===== config.mk =====
export PLATFORM = sky130hd
export DESIGN_NAME = pipeline_hazard_ctrl
export DESIGN_NICKNAME = d
export VERILOG_FILES = /design/src/rtl/cpu_ctrl_pkg.sv /design/src/rtl/hazard_perf_counters.sv /design/src/rtl/pipeline_hazard_ctrl.sv
export SDC_FILE = /design/constraint.sdc
export NUM_CORES = 1
export LEC_CHECK = 0
export ABC_AREA = 1
export ABC_CLOCK_PERIOD_IN_PS = 1600
export BUFFER_PORTS_ARGS = -buffer_cell sky130_fd_sc_hd__buf_2
export CAP_MARGIN = 30
export CORE_MARGIN = 2
export CORE_UTILIZATION = 45
export DETAILED_ROUTE_END_ITERATION = 6
export PLACE_DENSITY_LB_ADDON = 0.08
export SYNTH_ARGS = -nofsm -noshare
export SYNTH_HDL_FRONTEND = slang
export SYNTH_SLANG_ARGS = --single-unit
export TNS_END_PERCENT = 100

===== constraint.sdc =====
create_clock -name clk -period 1.6 [get_ports clk]
set_input_delay 0.48 -clock clk [delete_from_list [all_inputs] [get_ports clk]]
set_output_delay 0.48 -clock clk [all_outputs]
set_load 0.03 [all_outputs]

===== src/rtl/cpu_ctrl_pkg.sv =====
// Shared types and constants for the pipeline hazard controller: FSM state,
// the zero-register index and the bundle of pipeline control strobes.
package cpu_ctrl_pkg;

  typedef enum logic [1:0] {
    RUN      = 2'd0,
    MEM_WAIT = 2'd1,
    ERR      = 2'd2
  } hz_state_e;

  localparam logic [4:0] XZR = 5'd31;

  typedef struct packed {
    logic pc_we;
    logic ifid_we;
    logic ifid_flush;
    logic idex_bubble;
    logic pipe_hold;
  } ctrl_out_t;

  localparam ctrl_out_t CTRL_RUN   = '{pc_we: 1'b1, ifid_we: 1'b1, ifid_flush: 1'b0,
                                       idex_bubble: 1'b0, pipe_hold: 1'b0};
  localparam ctrl_out_t CTRL_HOLD  = '{pc_we: 1'b0, ifid_we: 1'b0, ifid_flush: 1'b0,
                                       idex_bubble: 1'b0, pipe_hold: 1'b1};
  localparam ctrl_out_t CTRL_FLUSH = '{pc_we: 1'b1, ifid_we: 1'b1, ifid_flush: 1'b1,
                                       idex_bubble: 1'b1, pipe_hold: 1'b0};
  localparam ctrl_out_t CTRL_STALL = '{pc_we: 1'b0, ifid_we: 1'b0, ifid_flush: 1'b0,
                                       idex_bubble: 1'b1, pipe_hold: 1'b0};
  localparam ctrl_out_t CTRL_ERR   = '{pc_we: 1'b0, ifid_we: 1'b0, ifid_flush: 1'b0,
                                       idex_bubble: 1'b1, pipe_hold: 1'b1};

  // A load in EX whose destination feeds a decode-stage source; XZR never conflicts.
  function automatic logic load_use_hazard(
    input logic [4:0] rd,
    input logic [4:0] rn,
    input logic [4:0] rmd,
    input logic       mem_read,
    input logic       reg_write,
    input logic       use_rn,
    input logic       use_rmd
  );
    return mem_read && reg_write && (rd != XZR) &&
           ((use_rn && (rn == rd)) || (use_rmd && (rmd == rd)));
  endfunction

endpackage


===== src/rtl/hazard_perf_counters.sv =====
// Optional 32-bit event counters for load-use stalls, branch flushes and
// memory wait cycles; only instantiated when HAZARD_PERF_CNT_EN is defined.
module hazard_perf_counters (
  input  logic        clk,
  input  logic        reset,
  input  logic        lu_stall_i,
  input  logic        flush_i,
  input  logic        wait_i,
  input  logic        freeze_i,
  output logic [31:0] lu_stall_cnt_o,
  output logic [31:0] flush_cnt_o,
  output logic [31:0] wait_cnt_o
);

  logic [31:0] luStallCnt_q;
  logic [31:0] flushCnt_q;
  logic [31:0] waitCnt_q;

  // Counters wrap naturally at 2^32 and stop moving once the controller has failed.
  always_ff @(posedge clk or negedge reset) begin
    if (!reset) begin
      luStallCnt_q <= '0;
      flushCnt_q   <= '0;
      waitCnt_q    <= '0;
    end else if (!freeze_i) begin
      if (lu_stall_i) luStallCnt_q <= luStallCnt_q + 32'd1;
      if (flush_i)    flushCnt_q   <= flushCnt_q + 32'd1;
      if (wait_i)     waitCnt_q    <= waitCnt_q + 32'd1;
    end
  end

  assign lu_stall_cnt_o = luStallCnt_q;
  assign flush_cnt_o    = flushCnt_q;
  assign wait_cnt_o     = waitCnt_q;

endmodule


===== src/rtl/pipeline_hazard_ctrl.sv =====
// Pipeline hazard controller: memory-busy hold with timeout, branch flush and
// load-use stall. Define HAZARD_PERF_CNT_EN to add the event counter outputs.
module pipeline_hazard_ctrl
  import cpu_ctrl_pkg::*;
#(
  parameter int MEM_TIMEOUT = 16
) (
  input  logic       clk,
  input  logic       reset,
  input  logic [4:0] Rn_dec,
  input  logic [4:0] Rmd_dec,
  input  logic       useRn,
  input  logic       useRmd,
  input  logic [4:0] Rd_exe,
  input  logic       MemRead_exe,
  input  logic       RegWrite_exe,
  input  logic       BrTaken_exe,
  input  logic       mem_busy,
  output logic       pc_we,
  output logic       ifid_we,
  output logic       ifid_flush,
  output logic       idex_bubble,
  output logic       pipe_hold,
  output logic       mem_err
`ifdef HAZARD_PERF_CNT_EN
  ,
  output logic [31:0] lu_stall_cnt,
  output logic [31:0] flush_cnt,
  output logic [31:0] wait_cnt
`endif
);

  localparam int CNT_W = (MEM_TIMEOUT > 1) ? $clog2(MEM_TIMEOUT) : 1;
  localparam logic [CNT_W-1:0] CNT_ONE  = CNT_W'(1);
  localparam logic [CNT_W-1:0] CNT_LAST = CNT_W'(MEM_TIMEOUT - 1);

  hz_state_e        state_q, state_d;
  logic [CNT_W-1:0] waitCnt_q, waitCnt_d;
  logic             memErr_q, memErr_d;
  logic             luHazard;
  ctrl_out_t        ctrl;

  assign luHazard = load_use_hazard(Rd_exe, Rn_dec, Rmd_dec, MemRead_exe,
                                    RegWrite_exe, useRn, useRmd);

  always_ff @(posedge clk or negedge reset) begin
    if (!reset) begin
      state_q   <= RUN;
      waitCnt_q <= '0;
      memErr_q  <= 1'b0;
    end else begin
      state_q   <= state_d;
      waitCnt_q <= waitCnt_d;
      memErr_q  <= memErr_d;
    end
  end

  // The counter holds the number of busy cycles seen so far in this wait.
  always_comb begin
    state_d   = state_q;
    waitCnt_d = waitCnt_q;
    memErr_d  = memErr_q;
    unique case (state_q)
      RUN: begin
        if (mem_busy) begin
          state_d   = MEM_WAIT;
          waitCnt_d = CNT_ONE;
        end
      end
      MEM_WAIT: begin
        if (!mem_busy) begin
          state_d   = RUN;
          waitCnt_d = '0;
        end else if (waitCnt_q == CNT_LAST) begin
          state_d  = ERR;
          memErr_d = 1'b1;
        end else begin
          waitCnt_d = waitCnt_q + CNT_ONE;
        end
      end
      ERR: begin
        state_d = ERR;
      end
      default: begin
        state_d   = RUN;
        waitCnt_d = '0;
      end
    endcase
  end

  // Mealy outputs; while reset is held the pipeline runs freely.
  always_comb begin
    ctrl = CTRL_RUN;
    if (reset) begin
      unique case (state_q)
        ERR: ctrl = CTRL_ERR;
        RUN, MEM_WAIT: begin
          if (mem_busy)         ctrl = CTRL_HOLD;
          else if (BrTaken_exe) ctrl = CTRL_FLUSH;
          else if (luHazard)    ctrl = CTRL_STALL;
        end
        default: ctrl = CTRL_RUN;
      endcase
    end
  end

  assign pc_we       = ctrl.pc_we;
  assign ifid_we     = ctrl.ifid_we;
  assign ifid_flush  = ctrl.ifid_flush;
  assign idex_bubble = ctrl.idex_bubble;
  assign pipe_hold   = ctrl.pipe_hold;
  assign mem_err     = memErr_q;

`ifdef HAZARD_PERF_CNT_EN
  logic luStallEv;
  logic flushEv;
  logic waitEv;

  assign luStallEv = ctrl.idex_bubble & ~ctrl.pc_we & ~ctrl.pipe_hold;
  assign flushEv   = ctrl.ifid_flush;
  assign waitEv    = ctrl.pipe_hold & ~ctrl.idex_bubble;

  hazard_perf_counters u_perf (
    .clk            (clk),
    .reset          (reset),
    .lu_stall_i     (luStallEv),
    .flush_i        (flushEv),
    .wait_i         (waitEv),
    .freeze_i       (state_q == ERR),
    .lu_stall_cnt_o (lu_stall_cnt),
    .flush_cnt_o    (flush_cnt),
    .wait_cnt_o     (wait_cnt)
  );
`endif

endmodule


==> flow_metrics.env, run 1 <==
export IMPL_synth_simple_area_share=0.4368
export IMPL_drc=0
export IMPL_setup_viol=5
export IMPL_period_minus_slack_ns=1.795
export IMPL_finalNonFillerCells=167
export IMPL_rows=13
export IMPL_rsz0062_at_grt="true"
export IMPL_synth_avg_cell_area_um2=5.704
export IMPL_grt_overflow=0
export IMPL_yosysTopAreaCell="dfrtp_1"
export IMPL_path_class="in -> out"
export IMPL_area_delta_synth_final_pct=75.10
export IMPL_clk_pin_slew_worst_paths_ns=0.06
export IMPL_antenna_found_initial=0
export IMPL_fmax_ghz=0.5571
export IMPL_synth_area_um2=633.1
export IMPL_ios=29
export IMPL_clockBufferDepth=2
export IMPL_status="finished, violations left"
export IMPL_timing_final_max_slew_violations=0
export IMPL_hold_viol=0
export IMPL_drt_initial_drc_count=7
export IMPL_die_w_um=41.51
export IMPL_total_power_mw=0.5081
export IMPL_tns_ns=-0.7696
export IMPL_grt_pass1_wl_mm=2.932
export IMPL_synth_top_cell_area_share=0.2767
export IMPL_hold_path_class="in -> async"
export IMPL_finalClockSkew_ns=0.006329
export IMPL_vias=801
export IMPL_finish_utilization=0.8519
export IMPL_synth_compound_area_frac=0.09881
export IMPL_cts_buffers=3
export IMPL_cp_required_ns=1.12
export IMPL_synth_warnings=0
export IMPL_h_tree_depth=1
export IMPL_synth_common_cells="39 x nand2_1, 17 x inv_1, 16 x nor2_1"
export IMPL_relSlewSlack=0.8348
export IMPL_synthXorXnorAreaFrac=0.01383
export IMPL_finalCritPeriodShare=1.122
export IMPL_cts_hold_fix_buffers=0
export IMPL_crit_fanout=2
export IMPL_clock_latency_ns=0.26
export IMPL_endpoint_kind="output pin"
export IMPL_synth_seq_cells=7
export IMPL_critPathLaunchType="input pin"
export IMPL_synthTopCellsByArea="dfrtp_1 28%, nand2_1 23%, inv_1 10%, nor2_1 9.5%, nand3_1 5.5%"
export IMPL_firstDrtPassIters=2
export IMPL_setup_ws_ns=-0.1949
export IMPL_placedInstanceArea_um2=923.4
export IMPL_violations="setup timing"
export IMPL_gp_congestion=0.8585
export IMPL_syn_num_nets=135
export IMPL_dp_final_hpwl_mm=1.247
export IMPL_synth_edf_count=0
export IMPL_synth_seq_area_share=0.2767
export IMPL_drt_wl_total_mm=1.645
export IMPL_finalInstanceArea_mm2=0.001109
export IMPL_diodes=0
export IMPL_nets=177
export IMPL_synth_top_family_by_area="simple AND/OR/NAND/NOR gates"
export IMPL_wl_per_cell_um=9.850
export IMPL_cts_tree="yes"
export IMPL_crit_arrival_ns=1.31
export IMPL_io_buffer_count=28
export IMPL_yosys_area_share_adder=0.01976
export IMPL_coreArea_mm2=0.001301
export IMPL_dpl_cell_count=160
export IMPL_synthCells=111
export IMPL_worst_pin_slew_ns=0.2440
export IMPL_final_layout_size_suffix_gt1_frac=0.4868
export IMPL_routed_via_density=4.796
export IMPL_die_y_um=41.51
export IMPL_ant_nets=0
export IMPL_start_util=0.4865
export IMPL_grtUsageTotal=0.2191
export IMPL_cap_violations=0
export IMPL_grt_max_degree=8
export IMPL_async_flop_share=1.000
export IMPL_cts_root_buffer_cell="clkbuf_4"
export IMPL_ir_drop_uv=576.1
export IMPL_muxShareOfSynthArea=0
export IMPL_grt_pass1_vias=751
export IMPL_power_density_mw_per_mm2=458.4
export IMPL_synth_main_ff_cell="dfrtp_1"
export IMPL_clock_sinks=7
export IMPL_synth_cell_type_count=22
export IMPL_dieArea_mm2=0.001723
export IMPL_leakage_nw=0.6252
export IMPL_synth_most_common_cell="nand2_1"
[state kept, by name, indices dropped and copies added (netlist names)]
name and count:
waitCnt_q 4, state_q 2, mem_err 1
[worst max-delay path, cell delays in order]
cell and delay [ns]:
buf_6 0.10, inv_8 0.03, nand2_2 0.05, nand2_1 0.05, nor2_1 0.10, nand3_1 0.10
nand2_2 0.08, nand3_2 0.08, nand2_2 0.09, inv_4 0.04, buf_6 0.12
[metal layers]
| metal | track usage | wire length, um | up-vias |
|---|---|---|---|
| met2 | 0.3906 | 798 | 19 |
| met5 | 0 | 0 | - |
| li1 | - | - | 422 |
| met1 | 0.2466 | 726 | 356 |
| met3 | 0.06087 | 93 | 4 |
| met4 | 0.07742 | 27 | 0 |
[per-stage QoR]
stage               hold slack, ns  setup WS (ns)
floorplan                   0.1844       -0.04914
global placement            0.4431        -0.3160
detailed placement          0.4596        -0.3340
CTS                         0.1766        -0.2021
global route                0.2168        -0.2860
finish                      0.2062        -0.1949
[cell families after synthesis]
kind of cell    count (synthesis)
compound gates                 10
xor+xnor                        1
fa+ha+maj                       1
buf+inv                        25
flops                           7
simple gates                   67
[final cells by class]
cell class	count	area, um^2
multi-input cells	79	429.2
repair buffers	38	325.3
fillers	78	192.7
flip-flops and latches	7	176.4
inverters	24	131.4
clock buffers	3	22.52
well taps	15	18.77
clock inverters	1	5.005
[cells in the final DEF, fill, tap and decap left out, types with 2 or more instances in the layout]
master and instances:
nand3_1 6, buf_2 14, clkbuf_4 3, nor2_2 2
inv_4 2, nand3_2 2, inv_2 6, inv_1 11
o21ai_1 3, nand2_1 30, nor2_4 3, dfrtp_1 6
clkinv_2 2, buf_4 9, nor2_1 12, buf_6 10
inv_8 3, buf_8 5, nand2_2 9
[report_power, final]
part           internal [mW]  leakage, nW  switching (mW)
Sequential             0.177       0.0818               0
Combinational         0.0814        0.526          0.0830
Clock                 0.0918       0.0177          0.0748
Total                  0.350        0.625           0.158
[repair_timing]
action                                 CTS  global route
setup endpoints to repair                5             5
pin swaps                               16             3
buffers inserted                         1             2
endpoints found under the hold margin    0             0
resized for setup                       32             7
[worst paths after layout]
kind | startpoint | end | slack, ns | cells past startpoint
worst max register to register | waitCnt_q[0]$_DFFE_PN0P_ | waitCnt_q[2]$_DFFE_PN0P_ | 0.23 | 8
max in group asynchronous | reset | state_q[1]$_DFFE_PN0P_ | 1.26 | 2
worst min register to register | mem_err$_DFFE_PN0P_ | mem_err$_DFFE_PN0P_ | 0.47 | 2
min in group clk | mem_err$_DFFE_PN0P_ | mem_err$_DFFE_PN0P_ | 0.47 | 2
worst min-delay path | reset | waitCnt_q[3]$_DFFE_PN0P_ | 0.21 | 2
worst max-delay path | Rn_dec[2] | pc_we | -0.19 | 11
No activity file was read; power rests on OpenSTA's default activity.
==> run 2, diff against run 1 <==
--- a/config.mk
+++ b/config.mk
@@ -6,13 +6,14 @@
 export NUM_CORES = 1
 export LEC_CHECK = 0
 export ABC_AREA = 1
-export ABC_CLOCK_PERIOD_IN_PS = 1600
+export ABC_CLOCK_PERIOD_IN_PS = 1700
 export BUFFER_PORTS_ARGS = -buffer_cell sky130_fd_sc_hd__buf_2
 export CAP_MARGIN = 30
 export CORE_MARGIN = 2
 export CORE_UTILIZATION = 45
 export DETAILED_ROUTE_END_ITERATION = 6
 export PLACE_DENSITY_LB_ADDON = 0.08
+export RECOVER_POWER = 25
 export SYNTH_ARGS = -nofsm -noshare
 export SYNTH_HDL_FRONTEND = slang
 export SYNTH_SLANG_ARGS = --single-unit
==> constraint.sdc (replaced) <==
create_clock -name clk -period 1.7 [get_ports clk]
set_input_delay 0.51 -clock clk [delete_from_list [all_inputs] [get_ports clk]]
set_output_delay 0.51 -clock clk [all_outputs]
set_load 0.03 [all_outputs]
==> flow_metrics.env, run 2 (synthesized netlist as in run 1, its figures left out) <==
export IMPL_clock_sinks=7
export IMPL_grt_overflow=0
export IMPL_gp_congestion=0.8930
export IMPL_ir_drop_uv=322.2
export IMPL_grt_max_degree=6
export IMPL_largest_register="waitCnt_q"
export IMPL_violations="setup timing"
export IMPL_timing_final_max_slew_violations=0
export IMPL_total_power_mw=0.4771
export IMPL_grt_pass1_wl_mm=2.835
export IMPL_drt_wl_total_mm=1.711
export IMPL_cts_root_buffer_cell="clkbuf_4"
export IMPL_die_y_um=41.51
export IMPL_p_sw_frac=0.3032
export IMPL_finalClockSkew_ns=0.0005597
export IMPL_rows=13
export IMPL_crit_arrival_ns=1.35
export IMPL_ant_nets=0
export IMPL_cts_buffers=3
export IMPL_power_density_mw_per_mm2=441.4
export IMPL_grt_pass1_vias=748
export IMPL_multi_input_comb_area_um2=449.2
export IMPL_critPathLaunchType="input pin"
export IMPL_ios=29
export IMPL_tns_ns=-0.4424
export IMPL_final_layout_size_suffix_gt1_frac=0.5000
export IMPL_dieArea_mm2=0.001723
export IMPL_drc=0
export IMPL_period_minus_slack_ns=1.856
export IMPL_grtUsageTotal=0.2062
export IMPL_setup_viol=3
export IMPL_relSlewSlack=0.7961
export IMPL_rsz0062_at_grt="true"
export IMPL_clock_latency_ns=0.25
export IMPL_pwr_share_seq=0.350
export IMPL_cts_tree="yes"
export IMPL_hold_viol=0
export IMPL_die_w_um=41.51
export IMPL_final_cell_mix="24 x nand2_1, 14 x nand2_2, 13 x buf_6"
export IMPL_cts_hold_fix_buffers=0
export IMPL_p_switching_mw=0.1447
export IMPL_fillers=90
export IMPL_endpoint_kind="output pin"
export IMPL_routed_via_density=4.697
export IMPL_internal_power_mw=0.3325
export IMPL_nets=175
export IMPL_cap_violations=0
export IMPL_start_util=0.4865
export IMPL_register_area_um2=176.4
export IMPL_drt_initial_drc_count=9
export IMPL_wl_per_cell_um=10.37
export IMPL_largest_register_ffs=4
export IMPL_leakage_nw=0.5998
export IMPL_fmax_ghz=0.5388
export IMPL_p_comb_frac=0.327
export IMPL_coreArea_mm2=0.001301
export IMPL_firstDrtPassIters=4
export IMPL_crit_fanout=3
export IMPL_antenna_found_initial=0
export IMPL_p_clk_frac=0.323
export IMPL_hold_path_class="in -> async"
export IMPL_io_buffer_count=28
export IMPL_mostFrequentLayoutCell="nand2_1"
export IMPL_diodes=0
export IMPL_setup_ws_ns=-0.1559
export IMPL_dp_final_hpwl_mm=1.192
export IMPL_clockBufferDepth=2
export IMPL_clk_pin_slew_worst_paths_ns=0.05
export IMPL_area_delta_synth_final_pct=70.75
export IMPL_vias=775
export IMPL_reg2reg_depth=8
export IMPL_cp_required_ns=1.19
export IMPL_finalCritPeriodShare=1.092
export IMPL_status="finished, violations left"
export IMPL_path_class="in -> out"
export IMPL_worst_pin_slew_ns=0.3059
export IMPL_h_tree_depth=1
## run 2: cell count changes in the layout (fill, tap and decap cells not counted), moves of 2 or more
| cell | change |
|---|---|
| buf_2 | -4 |
| buf_4 | -2 |
| buf_6 | +3 |
| buf_8 | -3 |
| clkbuf_1 | +4 |
| clkinv_2 | -2 |
| inv_2 | +3 |
| nand2_1 | -6 |
| nand2_2 | +5 |
| nor2_1 | -2 |
| nor2_2 | +2 |
## run 2: layer usage
| layer | global-route usage | vias to the layer above | wire [um] |
|---|---|---|---|
| met5 | 0 | - | 0 |
| met4 | 0.05806 | 0 | 13 |
| met3 | 0.03913 | 2 | 80 |
| met2 | 0.3594 | 21 | 873 |
| met1 | 0.2568 | 338 | 743 |
| li1 | - | 414 | - |
## run 2: layout make-up
class / count / area share
clock buffer: 4 / 0.02431
sequential: 7 / 0.1632
multi-input combinational: 79 / 0.4155
timing repair buffer: 36 / 0.2755
inverter: 24 / 0.1042
tap: 15 / 0.01736
## run 2: final timing paths
| path | from | slack [ns] | endpoint |
|---|---|---|---|
| max | Rd_exe[0] | -0.16 | ifid_we |
| min reg2reg | mem_err$_DFFE_PN0P_ | 0.47 | mem_err$_DFFE_PN0P_ |
| min in group clk | mem_err$_DFFE_PN0P_ | 0.47 | mem_err$_DFFE_PN0P_ |
| max in group asynchronous | reset | 1.13 | waitCnt_q[1]$_DFFE_PN0P_ |
| max reg2reg | waitCnt_q[0]$_DFFE_PN0P_ | 0.32 | waitCnt_q[2]$_DFFE_PN0P_ |
| min | reset | 0.36 | mem_err$_DFFE_PN0P_ |
## run 2: critical path: stages
cell and delay, ns:
buf_6 0.11, nand2_1 0.08, nand2_2 0.06, nor2_1 0.08, nand3_1 0.09, nand2_1 0.08, nand3_1 0.08, nand2_1 0.09
inv_2 0.04, buf_6 0.13
## run 2: power groups by stage
| stage | registers (mW) | logic [mW] | clock network [mW] |
|---|---|---|---|
| after floorplan | 0.170 | 0.0609 | 0 |
| after global placement | 0.170 | 0.113 | 0 |
| after detailed placement | 0.170 | 0.115 | 0 |
| after CTS | 0.167 | 0.136 | 0.156 |
| after global routing | 0.167 | 0.170 | 0.170 |
| final | 0.167 | 0.156 | 0.154 |
## run 2: repair_timing
action | in CTS | in global routing
pin swaps | 8 | 19
gates resized for setup | 23 | 25
endpoints found under the setup margin | 4 | 5
buffers inserted | 1 | 0
## run 2: stage by stage
step           hold WS [ns]  cell area (um^2)    util  setup WS, ns  instances
2_1_floorplan        0.2144             698.2       -      -0.01307        111
3_3_place_gp         0.4428             898.4  0.6904       -0.2340        160
3_5_place_dp         0.4466             898.4  0.6904       -0.2518        160
4_1_cts              0.2338              1013  0.7788       -0.1489        165
5_1_grt              0.3897              1081  0.8308       -0.2417        165
6_report             0.3622              1081  0.8308       -0.1559        165
==> run 3, diff against run 2 <==
--- a/config.mk
+++ b/config.mk
@@ -14,6 +14,7 @@
 export DETAILED_ROUTE_END_ITERATION = 6
 export PLACE_DENSITY_LB_ADDON = 0.08
 export RECOVER_POWER = 25
+export SETUP_SLACK_MARGIN = 0.05
 export SYNTH_ARGS = -nofsm -noshare
 export SYNTH_HDL_FRONTEND = slang
 export SYNTH_SLANG_ARGS = --single-unit
==> flow_metrics.env, run 3 (synthesized netlist as in run 1, its figures left out) <==
export IMPL_status="finished, violations left"
export IMPL_violations="setup timing"
export IMPL_clock_sinks=7
export IMPL_wl_per_cell_um=11.56
export IMPL_cp_slowest_cell="nor2_1"
export IMPL_io_buffer_count=28
export IMPL_endpoint_kind="output pin"
export IMPL_die_w_um=41.51
export IMPL_power_density_mw_per_mm2=432.8
export IMPL_grtUsageTotal=0.2189
export IMPL_setup_viol=4
export IMPL_worst_path_dominant_cell_family="simple AND/OR/NAND/NOR gates"
export IMPL_ir_drop_uv=363.0
export IMPL_final_layout_size_suffix_gt1_frac=0.5960
export IMPL_nets=176
export IMPL_crit_top_cell="nand2_1"
export IMPL_dieArea_mm2=0.001723
export IMPL_finish_utilization=0.8798
export IMPL_drc=0
export IMPL_grt_overflow=0
export IMPL_relSlewSlack=0.8342
export IMPL_period_minus_slack_ns=1.867
export IMPL_ios=29
export IMPL_tns_ns=-0.5367
export IMPL_h_tree_depth=1
export IMPL_routed_via_density=4.952
export IMPL_ant_nets=0
export IMPL_cts_root_buffer_cell="clkbuf_4"
export IMPL_hold_path_class="in -> async"
export IMPL_area_delta_synth_final_pct=80.83
export IMPL_finalClockSkew_ns=0.001871
export IMPL_die_y_um=41.51
export IMPL_placedInstanceArea_um2=898.4
export IMPL_largest_register_ffs=4
export IMPL_final_cell_mix="21 x nand2_2, 18 x nand2_1, 13 x buf_6, 11 x buf_2"
export IMPL_cp_cell_sequence="buf_8, nand2_1, nand2_1, nor2_1, nand3_1, nand2_2, nand3b_1, nand2_4, buf_6"
export IMPL_rows=13
export IMPL_largest_register="waitCnt_q"
export IMPL_crit_arrival_ns=1.36
export IMPL_cap_violations=0
export IMPL_drt_wl_total_mm=1.919
export IMPL_worst_pin_slew_ns=0.2448
export IMPL_dpl_cell_count=160
export IMPL_rsz0062_at_grt="true"
export IMPL_cp_required_ns=1.19
export IMPL_cts_buffers=3
export IMPL_vias=822
export IMPL_finalNonFillerCells=166
export IMPL_coreArea_mm2=0.001301
export IMPL_diodes=0
export IMPL_cts_tree="yes"
export IMPL_clock_latency_ns=0.26
export IMPL_mostFrequentLayoutCell="nand2_2"
export IMPL_drt_initial_drc_count=7
export IMPL_path_class="in -> out"
export IMPL_finalCritPeriodShare=1.098
export IMPL_gp_congestion=0.8930
export IMPL_hold_viol=0
export IMPL_leakage_nw=0.6147
export IMPL_setup_ws_ns=-0.1666
export IMPL_crit_fanout=3
export IMPL_clk_pin_slew_worst_paths_ns=0.05
export IMPL_grt_pass1_vias=793
export IMPL_critPathBufInv=2
export IMPL_clockBufferDepth=2
export IMPL_fmax_ghz=0.5357
export IMPL_grt_max_degree=6
export IMPL_timing_final_max_slew_violations=0
export IMPL_antenna_found_initial=0
export IMPL_start_util=0.4865
export IMPL_firstDrtPassIters=4
export IMPL_grt_pass1_wl_mm=2.911
export IMPL_cp_slowest_stage_delay_ns=0.12
export IMPL_dp_final_hpwl_mm=1.148
export IMPL_finalInstanceArea_mm2=0.001145
export IMPL_critPathLaunchType="input pin"
## run 3: cell count changes in the layout (fill, tap and decap cells not counted), moves of 2 or more
cell,delta
nand2_1,-6
nand3_1,-2
buf_4,+2
nand3_2,+2
nand2_2,+7
buf_8,+2
clkbuf_1,-3
nor2_1,-2
## run 3: routing by layer
metal,track usage,share of wire
met1,0.2404,0.37
met2,0.3719,0.54
met3,0.05217,0.055
met4,0.1419,0.033
met5,0,0
## run 3: worst reg2reg max path, stage by stage (launching register included)
cell and delay, ns:
dfrtp_1 0.39, ha_1 0.18, nand2_1 0.08, nor2_2 0.12, nand2_1 0.07, nand3_2 0.10
nand2_1 0.12, a21oi_1 0.15, nor2_1 0.06
## run 3: path summary, 6_finish.rpt
check                                                 to                     start  slack, ns  cells past startpoint
worst min-delay path                 mem_err$_DFFE_PN0P_                     reset       0.23                      2
worst min register to register       mem_err$_DFFE_PN0P_       mem_err$_DFFE_PN0P_       0.47                      2
worst max register to register  waitCnt_q[2]$_DFFE_PN0P_  waitCnt_q[0]$_DFFE_PN0P_       0.31                      8
max in group asynchronous         state_q[1]$_DFFE_PN0P_                     reset       1.36                      2
min in group clk                     mem_err$_DFFE_PN0P_       mem_err$_DFFE_PN0P_       0.47                      2
worst max-delay path                         idex_bubble                 Rd_exe[0]      -0.17                      9
## run 3: where the power goes
group          internal, mW  switching [mW]  total [mW]
registers             0.167               0       0.167
logic                0.0837          0.0892       0.173
clock network        0.0899          0.0659       0.156
total                 0.340           0.155       0.495
## run 3: cell type report
class                   instances  area, um^2
flip-flops and latches          7       176.4
repair buffers                 37       329.1
clock buffers                   4       26.28
well taps                      15       18.77
inverters                      24       115.1
fillers                        68       156.4
multi-input cells              79       479.2
## run 3: metrics by stage
stage / setup WS [ns] / hold WS [ns] / total power, mW
3_5_place_dp: -0.2454 / 0.4486 / 0.2841
3_3_place_gp: -0.2342 / 0.4428 / 0.2823
4_1_cts: -0.1334 / 0.2314 / 0.4674
2_1_floorplan: -0.01307 / 0.2144 / 0.2306
5_1_grt: -0.2377 / 0.2325 / 0.5269
6_report: -0.1666 / 0.2345 / 0.4955
## run 3: what timing repair did
| item | in CTS | in global routing |
|---|---|---|
| pin swaps | 11 | 19 |
| setup endpoints to repair | 5 | 5 |
| gates resized for setup | 32 | 31 |
| setup buffers | 1 | 1 |
| hold buffers | 0 | 0 |
